===== src/rtl/stopwatch_core.sv =====
`default_nettype none
// ============================================================================
// Module      : stopwatch_core
// Description : Parametrised stopwatch. A prescaler divides clk down to
//               TICK_HZ sub-second ticks. The block counts ticks within the
//               second (subsec) and whole seconds. It also provides
//               run/stop, clear, lap capture and seconds-overflow reporting.
// Revision    : 1.0 - initial release
// ----------------------------------------------------------------------------
// Ports:
//   clk          in   1      system clock, rising edge
//   rst_n        in   1      asynchronous active-low reset
//   start_stop   in   1      single-cycle pulse, toggles running
//   clear        in   1      single-cycle pulse, zeroes counts/prescaler/lap/overflow
//   lap          in   1      single-cycle pulse, captures current time
//   running      out  1      high while counting
//   seconds      out  SEC_W  elapsed whole seconds
//   subsec       out  SUB_W  ticks within current second, 0..TICK_HZ-1
//   lap_seconds  out  SEC_W  seconds at last lap
//   lap_subsec   out  SUB_W  subsec at last lap
//   lap_valid    out  1      one-cycle pulse with the lap registers update
//   overflow     out  1      seconds overflow (sticky or pulse, see below)
// Build option:
//   STOPWATCH_SATURATE_EN  defined   : counts saturate at the maximum time,
//                                      running drops, overflow is sticky and
//                                      start_stop is ignored while it is set.
//                          undefined : seconds wraps to 0, overflow is a
//                                      one-cycle pulse, running is unchanged.
// ============================================================================
module stopwatch_core #(
  parameter int CLK_HZ  = 100_000_000,
  parameter int TICK_HZ = 100,
  parameter int SEC_W   = 13,
  parameter int SUB_W   = 7
) (
  input  logic             clk,
  input  logic             rst_n,
  input  logic             start_stop,
  input  logic             clear,
  input  logic             lap,
  output logic             running,
  output logic [SEC_W-1:0] seconds,
  output logic [SUB_W-1:0] subsec,
  output logic [SEC_W-1:0] lap_seconds,
  output logic [SUB_W-1:0] lap_subsec,
  output logic             lap_valid,
  output logic             overflow
);

  localparam int               DIV        = CLK_HZ / TICK_HZ;
  localparam int               PRE_W      = $clog2(DIV);
  localparam logic [PRE_W-1:0] C_PRE_LAST = PRE_W'(DIV - 1);
  localparam logic [SUB_W-1:0] C_SUB_LAST = SUB_W'(TICK_HZ - 1);
  localparam logic [SEC_W-1:0] C_SEC_MAX  = {SEC_W{1'b1}};

  logic [PRE_W-1:0] pre_q,     pre_d;
  logic             running_q, running_d;
  logic [SEC_W-1:0] seconds_q, seconds_d;
  logic [SUB_W-1:0] subsec_q,  subsec_d;
  logic [SEC_W-1:0] lap_sec_q, lap_sec_d;
  logic [SUB_W-1:0] lap_sub_q, lap_sub_d;
  logic             lap_vld_q, lap_vld_d;
  logic             ovf_q,     ovf_d;

  logic             tick;
  logic             at_max;
  logic             sat_hit;

  // A tick is issued on the cycle the prescaler sits at its last value.
  assign tick   = running_q && (pre_q == C_PRE_LAST);
  assign at_max = (seconds_q == C_SEC_MAX) && (subsec_q == C_SUB_LAST);

  always_comb begin
    pre_d     = pre_q;
    running_d = running_q;
    seconds_d = seconds_q;
    subsec_d  = subsec_q;
    lap_sec_d = lap_sec_q;
    lap_sub_d = lap_sub_q;
    lap_vld_d = lap;
    sat_hit   = 1'b0;
`ifdef STOPWATCH_SATURATE_EN
    ovf_d     = ovf_q;
`else
    ovf_d     = 1'b0;
`endif

    if (clear) begin
      // Clear wins over tick and start_stop; running is left alone.
      pre_d     = '0;
      seconds_d = '0;
      subsec_d  = '0;
      lap_sec_d = '0;
      lap_sub_d = '0;
      ovf_d     = 1'b0;
    end else begin
      // Prescaler only advances while running, so a pause keeps the
      // partial tick and resume finishes it.
      if (running_q) begin
        pre_d = tick ? '0 : pre_q + PRE_W'(1);
      end

      if (tick) begin
`ifdef STOPWATCH_SATURATE_EN
        if (at_max) begin
          sat_hit = 1'b1;
          ovf_d   = 1'b1;
        end else
`endif
        if (subsec_q == C_SUB_LAST) begin
          subsec_d  = '0;
          seconds_d = seconds_q + SEC_W'(1);
`ifndef STOPWATCH_SATURATE_EN
          ovf_d     = at_max;
`endif
        end else begin
          subsec_d = subsec_q + SUB_W'(1);
        end
      end

`ifdef STOPWATCH_SATURATE_EN
      if (start_stop && !ovf_q) begin
        running_d = ~running_q;
      end
      // Reaching saturation stops the watch even if start_stop coincides.
      if (sat_hit) begin
        running_d = 1'b0;
      end
`else
      if (start_stop) begin
        running_d = ~running_q;
      end
`endif
    end

    // Lap samples the pre-update register values, even alongside clear.
    if (lap) begin
      lap_sec_d = seconds_q;
      lap_sub_d = subsec_q;
    end
  end

  always_ff @(posedge clk or negedge rst_n) begin
    if (!rst_n) begin
      pre_q     <= '0;
      running_q <= 1'b0;
      seconds_q <= '0;
      subsec_q  <= '0;
      lap_sec_q <= '0;
      lap_sub_q <= '0;
      lap_vld_q <= 1'b0;
      ovf_q     <= 1'b0;
    end else begin
      pre_q     <= pre_d;
      running_q <= running_d;
      seconds_q <= seconds_d;
      subsec_q  <= subsec_d;
      lap_sec_q <= lap_sec_d;
      lap_sub_q <= lap_sub_d;
      lap_vld_q <= lap_vld_d;
      ovf_q     <= ovf_d;
    end
  end

  assign running     = running_q;
  assign seconds     = seconds_q;
  assign subsec      = subsec_q;
  assign lap_seconds = lap_sec_q;
  assign lap_subsec  = lap_sub_q;
  assign lap_valid   = lap_vld_q;
  assign overflow    = ovf_q;

endmodule
`default_nettype wire


===== config.mk =====
export PLATFORM = sky130hd
export DESIGN_NAME = stopwatch_core
export DESIGN_NICKNAME = d
export VERILOG_FILES = /design/src/rtl/stopwatch_core.sv
export SDC_FILE = /design/constraint.sdc
export NUM_CORES = 1
export LEC_CHECK = 0
export CAP_MARGIN = 20
export CORE_AREA = 2 2 77 79
export DETAILED_ROUTE_END_ITERATION = 8
export DIE_AREA = 0 0 79 81
export PLACE_DENSITY = 0.83
export SLEW_MARGIN = 20
export SYNTH_ARGS = -nofsm -noshare
export SYNTH_HDL_FRONTEND = slang
export SYNTH_SLANG_ARGS = --single-unit
export TNS_END_PERCENT = 100

===== constraint.sdc =====
create_clock -name clk -period 5.7 [get_ports clk]
set_clock_uncertainty 0.1 [all_clocks]
set_input_delay 0.57 -clock clk [delete_from_list [all_inputs] [get_ports clk]]
set_output_delay 0.57 -clock clk [all_outputs]
set_load 0.005 [all_outputs]

[Word level (Yosys, flattened, before mapping)]
Index checks and enable logic that the tools add are counted.
Cells by class
  reduce and logical (&&, ||, !) cells: 8
  bitwise operators: 2
  $add $sub $neg: 3
  eq/ne operators: 3
  muxes and demuxes: 16
Operator list (count)
  $mux W13: 5
  $mux W20: 3
  $mux W7: 5
  $add A20 B1 Y20 const B: 1
  $eq A20 B20 Y1 const B: 1
  $add A13 B1 Y13 const B: 1
  $eq A13 B13 Y1 const B: 1
  $reduce_bool A2 Y1: 4
  $add A7 B1 Y7 const B: 1
  $eq A7 B7 Y1 const B: 1
  $reduce_and A2 Y1: 2
  $mux W1: 3
  $logic_and A1 B1 Y1: 2
  $not A1 Y1: 2
Word-level totals
  bits in registers: 63
  output and inout bits: 43
  word-level logic and storage cells: 40
  bits of input ports: 5

[Longest topological paths before layout]
Gate-level depths: netlist (run 1).
  word-level depth: 5
  depth in mapped cells: 8
  depth with buffers taken out: 5

[Worst setup path before layout (run 1)]
Ideal clock, no wire load.
  kind: flip-flop to flip-flop
  from: register pre_q[12]
  to: register ovf_q (netlist: overflow)
  arrival: 2193 ps
  library setup time: 95 ps
  path buffers: 2
  stages on the path, launching flop included: 7
  setup slack: 3312 ps
  data required time: 5505 ps
  clock period less this slack: 2388 ps
  cells stage by stage: dfrtp_1 -> buf_6 -> or4b_1 -> or4_1 -> buf_2 -> or4_4 -> nor4b_2
On the way
  word-level cells in the longest chain between the ends: 4
RTL lines
  start, declared: RTL line 56  | logic [PRE_W-1:0] pre_q, pre_d;
  start signal, assigned: RTL line 154  | pre_q <= pre_d;
  $eq A20 B20 Y1: RTL line 70  | assign tick = running_q && (pre_q == C_PRE_LAST);
  $logic_and A1 B1 Y1: RTL line 70
  $mux W1: RTL line 103  | if (tick) begin
  $mux W1: RTL line 88  | if (clear) begin
  net ovf_d: RTL line 63  | logic ovf_q, ovf_d;
  end signal, assigned: RTL line 161  | ovf_q <= ovf_d;
  end, declared: RTL line 63
The timed path passes the listed nets, and every way through them passes these cells.
A chain may end at the register's enable or synchronous reset.

[Worst setup path after layout (run 1)]
  from: register pre_q[15]
  to: register pre_q[4]
On the way
  word-level cells in the longest chain between the ends: 5
RTL lines
  $eq A20 B20 Y1: RTL line 70
  $logic_and A1 B1 Y1: RTL line 70
  $mux W20: RTL line 100  | pre_d = tick ? '0 : pre_q + PRE_W'(1);
  $mux W20: RTL line 99  | if (running_q) begin
  $mux W20: RTL line 88
No other way between the ends. The select of a mux whose other input is x is not followed.

==> results of run 1 <==
==> state kept, by name, summed over array words and instances (netlist names) <==
name and cells:
pre_q 20, lap_seconds 13, seconds 13, lap_subsec 7, subsec 7, lap_valid 1
overflow 1, running 1
==> worst max-delay path by stage <==
stage	depth (start not counted)	from	slack, ns	end
after floorplan	6	pre_q[12]	3.31	overflow
after global placement	5	clear	2.53	pre_q[18]
after detailed placement	5	clear	2.45	pre_q[18]
after CTS	4	pre_q[15]	2.74	pre_q[4]
after global routing	4	pre_q[15]	2.43	pre_q[4]
final	4	pre_q[15]	2.70	pre_q[4]
==> power by group through the flow <==
stage          clock network (uW)  logic [uW]  registers, uW
2_1_floorplan                   0        45.3            472
3_3_place_gp                    0        62.0            482
3_5_place_dp                    0        64.3            481
4_1_cts                       394        65.2            473
5_1_grt                       414        72.4            477
6_report                      387        63.6            474
==> cells in the mapped netlist, types with 8 or more instances <==
cell	n	area, um2
sky130_fd_sc_hd__a21oi_1	15	75.07
sky130_fd_sc_hd__a22o_1	20	175.2
sky130_fd_sc_hd__clkbuf_1	17	63.81
sky130_fd_sc_hd__dfrtp_1	63	1577
sky130_fd_sc_hd__inv_1	12	45.04
sky130_fd_sc_hd__nand2_1	15	56.30
sky130_fd_sc_hd__nand3_1	9	45.04
sky130_fd_sc_hd__nand4_1	13	81.33
sky130_fd_sc_hd__nor2_1	22	82.58
sky130_fd_sc_hd__nor3_1	8	40.04
sky130_fd_sc_hd__nor4_1	8	50.05
sky130_fd_sc_hd__o21ai_0	8	40.04
==> critical path, stage by stage, from the launching register on <==
cell and delay [ns]:
sky130_fd_sc_hd__dfrtp_1 0.43, sky130_fd_sc_hd__nor4bb_1 0.56, sky130_fd_sc_hd__nand4_1 0.76, sky130_fd_sc_hd__o21ai_2 0.86, sky130_fd_sc_hd__nor2_1 0.14
==> logic make-up (layout without fill, tap and decap cells) <==
logic type      count (synthesis)  count (layout)  synth area share (%)
compound gates                 67              67                 15.79
xor+xnor                       13              13                 3.618
fa+ha+maj                       3               3                 1.193
buf+inv                        32              76                 4.135
flops                          63              63                 50.10
mux                             6               6                 2.147
simple gates                  124             124                 23.02
==> routing by layer <==
layer | share of wire [%] | track usage [%] | vias up
li1 | - | - | 1237
met1 | 46 | 32.44 | 1285
met2 | 47 | 36.61 | 72
met3 | 5.3 | 6.444 | 12
met4 | 1.8 | 9.655 | 0
met5 | 0 | 0 | -
==> per-stage QoR <==
stage          utilization [%]  area [um2]  hold slack [ns]
2_1_floorplan                -        3147           0.1744
3_3_place_gp             64.07        3636           0.3784
3_5_place_dp             64.07        3636           0.3807
4_1_cts                  67.53        3832           0.3092
5_1_grt                  67.44        3827           0.3594
6_report                 67.44        3827           0.2862
==> layout make-up <==
type	count	area, um2
inverters	12	45.04
clock buffers	11	151.4
repair buffers	49	475.5
multi-input cells	213	1440
well taps	75	93.84
flip-flops and latches	63	1577
clock inverters	4	45.04
fillers	440	1848
==> results, run 1 <==
- The library cells used most frequently in the layout, excluding fill and tap cells, are sky130_fd_sc_hd__dfrtp_1, sky130_fd_sc_hd__clkdlybuf4s50_1, sky130_fd_sc_hd__nor2_1.
- Relative to the synthesized area, the layout overhead comes to 21.63%.
- The sink count of the clock tree is 63.
- The number of input and output port buffers inserted is 47.
- The post-cts sizing count is 0.
- The wire length of the first global-routing pass is 11780 um.
- After detailed routing, the average wire length per cell comes to 16.27 um.
- The final layout contains 356 nets.
- The hold violation total from the final report is 0.
- TritonCTS built the clock tree.
- In this run the remaining antenna-violating nets after routing total 0.
- Detailed placement finished with a half-perimeter wire length of 4766 um.
- The remaining global-route overflow is 0.
- After clock tree synthesis, the clock-pin slew on the worst setup and hold paths is 0.07 ns.
- The number of cells traversed by the worst register-to-register path is 4.
- The number of nets handed over by synthesis was 316.
- The total negative slack is 0 ns.
- The via count of the routed design is 2606.
- The library cell used most frequently in the layout, excluding fill and tap cells, is sky130_fd_sc_hd__dfrtp_1.
- The kind of start point of the critical path is a flop.
- The library cell used as clock root buffer is sky130_fd_sc_hd__clkbuf_8.
- The area inside the core boundary is 0.005675 mm2.
- The number of enable-type register cells in the synthesized netlist is 0.
- Sequential cells account for 51.3% of the total power.
- In this run the critical register-to-register path is captured at pre_q[4].
- The deepest level of the CTS H-tree is 3.
- Averaged over all synthesized cells, the footprint is 10.22 um2.
- The floorplan die width is 79 um.
- At the worst endpoint, the arrival time is 3.10 ns.
- The run finished with clean final reports.
- The ratio of total power to cell area is 241.5 mW/mm2.
- The number of clock buffers inserted by TritonCTS is 9.
- The initial antenna violation count came to 0.
- The total power draw is 924.5 uW.
- Setup repair after global routing left no endpoint under its margin.
- The fraction of the yosys area taken by sequential cells is 50.10%.
- Of the total power, combinational logic draws 6.9%.
- The number of detailed-routing iterations run before antenna repair is 4.
- The transition time of the tightest slew-check pin is 0.8286 ns.
- The via count of the first global-routing pass is 2406.
- The number of buffers inserted by hold repair at cts is 0.
- The overall die area is 0.006399 mm2.
- The global placer's final weighted congestion is 0.8311.
- The minimum setup slack in the final design is 2.699 ns.
- The final layout contains routed wiring with a total length of 6947 um.
- By startpoint and endpoint, the worst setup path is classified as reg2reg.
- After synthesis, the share of flip-flops with an asynchronous set or reset is 100.0%.
- The cell-internal power is 706.2 uW.
- The yosys synthesis warning count is 0.
- The fraction of the cycle the final worst path needs is 52.66%.
- Net switching is 23.61% of the power.
- The nature of the critical path endpoint is a flop.
- STA puts the critical path data required time at 5.80 ns.
- The reg-to-reg setup timing slack is 2.70 ns.
- IR analysis of the VDD net gives a maximum drop of 0.1724 mV.
- Summed over all cells, the static leakage comes to 0.001544 uW.
- For this configuration, the core starts out at a cell density of 55.45%.
- The number of design-rule violations left by the first detailed-router iteration is 175.
- The number of library cell types mapped by synthesis is 43.
- For this run, design rule violations remaining after detail routing come to 0.
- The cell count after synthesis came out at 308.
- In the synthesized netlist the dominant register cell turns out to be sky130_fd_sc_hd__dfrtp_1.
- The tool flagged a number of max-cap violations equal to 0.
- The worst-path maximum fanout is 20.
- The post-CTS setup buffer count is 0.
- Counting flops and latches in the post-synthesis netlist gives 63.
- The finished layout holds 427 standard cells, fillers aside.
- In this run the deepest clock path goes through 2 buffers.
- The path category of the worst min-delay check is in2async.
- The synthesized cell area is 0.003147 mm2.
- Global routing consumed, over all layers together, 23.88% of the routing resources.
- Entering global routing, the biggest net connects 64 pins.
- The tightest slew margin relative to the limit is 44.60%.
- The number of instances in the placed design is 412.
- For this run, the top clock speed supported by timing is 0.3332 GHz.
- During I/O placement, the number of pins put on the boundary was 48.
- The share of post-route cells with drive strength above 1 is 9.943%.
- The number of placement rows is 28.
- 0 antenna diodes ended up in the layout.
- The clock latency of the later-clocked register in the worst-skew pair is 0.34 ns.
- The clock network is responsible for 41.8% of the overall power.
- The final max-slew violation count is 0.
- The reg-to-reg critical path startpoint is pre_q[15].
- The height of the die is 81 um.
- In this run the power spent charging and discharging nets is 218.3 uW.
- Setup violations remaining at the end of the flow were counted as 0.
- The smallest clock period supported by the final layout is computed as 3.001 ns.
- After detailed routing, the number of vias per cell comes to 6.103.
- The worst slack after detailed placement is 2.454 ns.
No activity file was read; power rests on OpenSTA's default activity.
==> run 2: changes to the inputs <==
Settings changed: CORE_AREA 2 2 77 79 to 2 2 80 82, DIE_AREA 0 0 79 81 to 0 0 82 84, PLACE_DENSITY 0.83 to 0.78.
Clock period 5.7 ns to 3 ns, I/O delays scaled along.
==> run 2 against run 1 <==
Compared with the run above:
- register-to-register slack worse by 2.3 ns
- fmax rose by 17%
- critical endpoint is now overflow
- core utilization is 2.9 points lower
- non-clock buffer count increased by 6
- cell count grew 2.1%
- count of clock-buffer cells in the layout is 1 lower
- critical path depth unchanged
- sequential share of layout area down 1.1 points
- worst setup slack got worse by 2.3 ns
- combinational power grew 100%
- sequential power up 90%
- global-route usage down 1.2 points
==> results, run 2 (synthesis gave the netlist of run 1 again) <==
- The flow ran to the end, and the final reports show no timing, DRC or antenna violations.
- The highest-delay cell along the critical path is sky130_fd_sc_hd__or4_1.
- The residual DRC count is 0.
- The maximum clock rate is 0.3913 GHz.
- In this run the clock root is driven by a sky130_fd_sc_hd__clkbuf_8.
- The count of maximum capacitance violations is 0.
- The transition time of the tightest slew-check pin is 0.6368 ns.
- The wire length of the first global-routing pass is 12160 um.
- The floorplan step set the die height to 84 um.
- The final max-slew violation count is 0.
- Traced cell by cell, the critical path runs through or4b_1 > or4_1 > or4_4 > nor4b_2.
- The number of instances in the placed design is 419.
- Along the worst path, the maximum fanout reaches 10.
- The minimum setup slack in the final design is 0.4445 ns.
- The area inside the core boundary is 0.006096 mm2.
- For flop-to-flop paths, the worst setup slack is 0.44 ns.
- Input and output buffers added on the ports amount to 47.
- The cell area after layout is 0.003931 mm2.
- The antenna diode count is 0.
- The post-detailed-route via-to-cell ratio is 6.046.
- The synthesis-to-layout area growth is 24.93%.
- The kind of start point of the critical path is a flop.
- The path with the worst hold slack has its endpoint at lap_seconds[3].
- At the end of routability-driven placement, the weighted congestion stood at 0.8674.
- Excluding fillers, the count of instances in the completed layout stands at 436.
- Summed over all layers, the routed wires come to 7295 um.
- The overall track demand over capacity in global routing is 22.63%.
- Setup repair after global routing left no endpoint under its margin.
- The floorplan die width is 82 um.
- The initial antenna violation count is 0.
- Summed over all failing endpoints, the final setup total negative slack is 0 ns.
- CTS built an H-tree with a depth of 3.
- The peak supply drop is 0.2751 mV.
- The total of endpoints with negative setup slack in the final report is 0.
- Dividing the detail-routed wire length by the instance count gives 16.73 um.
- The fraction of the cycle the final worst path needs is 85.18%.
- The sink count of the clock tree is 63.
- STA classifies the critical path endpoint as a flop.
- The instance area at placement is 0.003676 mm2.
- The post-cts sizing count is 0.
- For this run, the post-layout net count is 362.
- The number of detailed-routing iterations run before antenna repair is 4.
- In this run the most critical hold path is launched from lap_seconds[3].
- The critical path's largest stage delay is 0.61 ns.
- Clock-pin slew was measured on the worst setup and hold paths at 0.07 ns.
- The data arrival at the endpoint of the critical path is 2.69 ns.
- OpenSTA, run right after detailed placement, puts the worst setup slack at 0.4930 ns.
- More flip-flops sit in one register than any other, and that register is pre_q.
- For this block, the via count after detailed routing is 2636.
- TritonCTS built the clock tree.
- Counting I/O delays and the setup requirement, the final critical path takes 2.556 ns.
- The worst register-to-register path ends at overflow.
- The most critical setup path has its startpoint at pre_q[12].
- The number of design-rule violations left by the first detailed-router iteration is 162.
- The number of placement rows is 29.
- At the worst endpoint, the required time is 3.13 ns.
- Leaving out fill and tap cells, the most frequent cells in the layout are sky130_fd_sc_hd__dfrtp_1, sky130_fd_sc_hd__clkdlybuf4s50_1, sky130_fd_sc_hd__nor2_1.
- The share of post-route cells with drive strength above 1 is 11.14%.
- Counting instances, the worst hold path has a depth of 1.
- The number of clock buffers inserted by TritonCTS is 9.
- The remaining global-route overflow is 0.
- The clock passes through at most 2 buffers.
- The flip-flop count of the largest register, all copies and words added is 20.
- The post-detailed-placement half-perimeter wirelength is 4934 um.
- The via count of the first global-routing pass is 2593.
- The remaining number of nets flagged by the antenna check after routing is 0.
- The leading cell type in the layout, fill and taps excluded is sky130_fd_sc_hd__dfrtp_1.
- Measured against its own limit, the worst slew margin works out to 57.16%.
- The top-level port count is 48.
- For this design the static power due to leakage is 0.001588 uW.
- Entering global routing, the biggest net connects 38 pins.
- After clock tree synthesis, the setup repair step added 0 buffers.
- The number of cells on the worst reg-to-reg path is 4.
- The critical path is of the reg2reg type.
- Measured on the finished design, the core utilization comes to 64.49%.
- The path category of the worst min-delay check is reg2reg.
- The later pin in the worst-skew pair is clocked with a latency of 0.34 ns.
- The hold violation total from the final report was 0.
- For this configuration, the core starts out at a cell density of 51.62%.
- The worst register-to-register path begins at pre_q[12].
- The die covers 0.006888 mm2.
- The ratio of total power to cell area is 490.6 mW/mm2.
- After clock tree synthesis, the flow added hold-fix buffers numbering 1.
-- run 2: cell count changes in the layout (fill, tap and decap cells not counted), sizes merged --
cell           before  now
bufinv              1    3
clkinv              3    2
buf                 4    8
clkbuf             11   10
clkdlybuf4s50      45   46
dlygate4sd3         0    1
clkinvlp            0    1
-- run 2: worst max-delay path by stage --
stage | slack (ns) | cells past startpoint | endpoint
after floorplan | 0.61 | 6 | overflow
after global placement | 0.55 | 4 | overflow
after detailed placement | 0.49 | 4 | overflow
after CTS | 0.45 | 4 | overflow
after global routing | 0.35 | 4 | overflow
final | 0.44 | 4 | overflow
-- run 2: cell type report --
cell class,count,area [um2]
fillers,494,2165
flip-flops and latches,63,1577
multi-input cells,213,1440
repair buffers,55,528.0
clock buffers,10,137.6
clock inverters,6,107.6
well taps,77,96.34
inverters,12,45.04
-- run 2: worst max-delay path: cells and delay by family (launching register included) --
kind / cells / cell delay (ns)
flops: 1 / 0.46
simple gates: 4 / 1.90
-- run 2: per-layer routing --
| metal | track usage (%) | vias to the layer above | part of all wire, % |
|---|---|---|---|
| met2 | 37.18 | 83 | 50 |
| li1 | - | 1245 | - |
| met4 | 7.121 | 0 | 0.86 |
| met5 | 0 | - | 0 |
| met3 | 5.628 | 5 | 5.2 |
| met1 | 29.01 | 1303 | 44 |
-- run 2: metrics by stage --
step	hold slack (ns)	power, uW
finish	0.3969	1929
global route	0.4066	2009
CTS	0.3994	1948
detailed placement	0.2399	1047
global placement	0.2266	1042
floorplan	-0.09559	983.7
-- run 2: power breakdown --
part,internal [uW],leakage [uW],switching [uW],total (uW)
combinational,59.2,0.000591,70.3,130
sequential,867,0.000875,35.0,902
clock,572,0.000122,326,897
total,1500,0.00159,431,1930
==> run 3: changes to the inputs <==
Settings changed: CTS_CLUSTER_DIAMETER set to 30.
==> results of run 3 <==
Same layout as run 2: the final DEF is identical, and so are final timing and power.
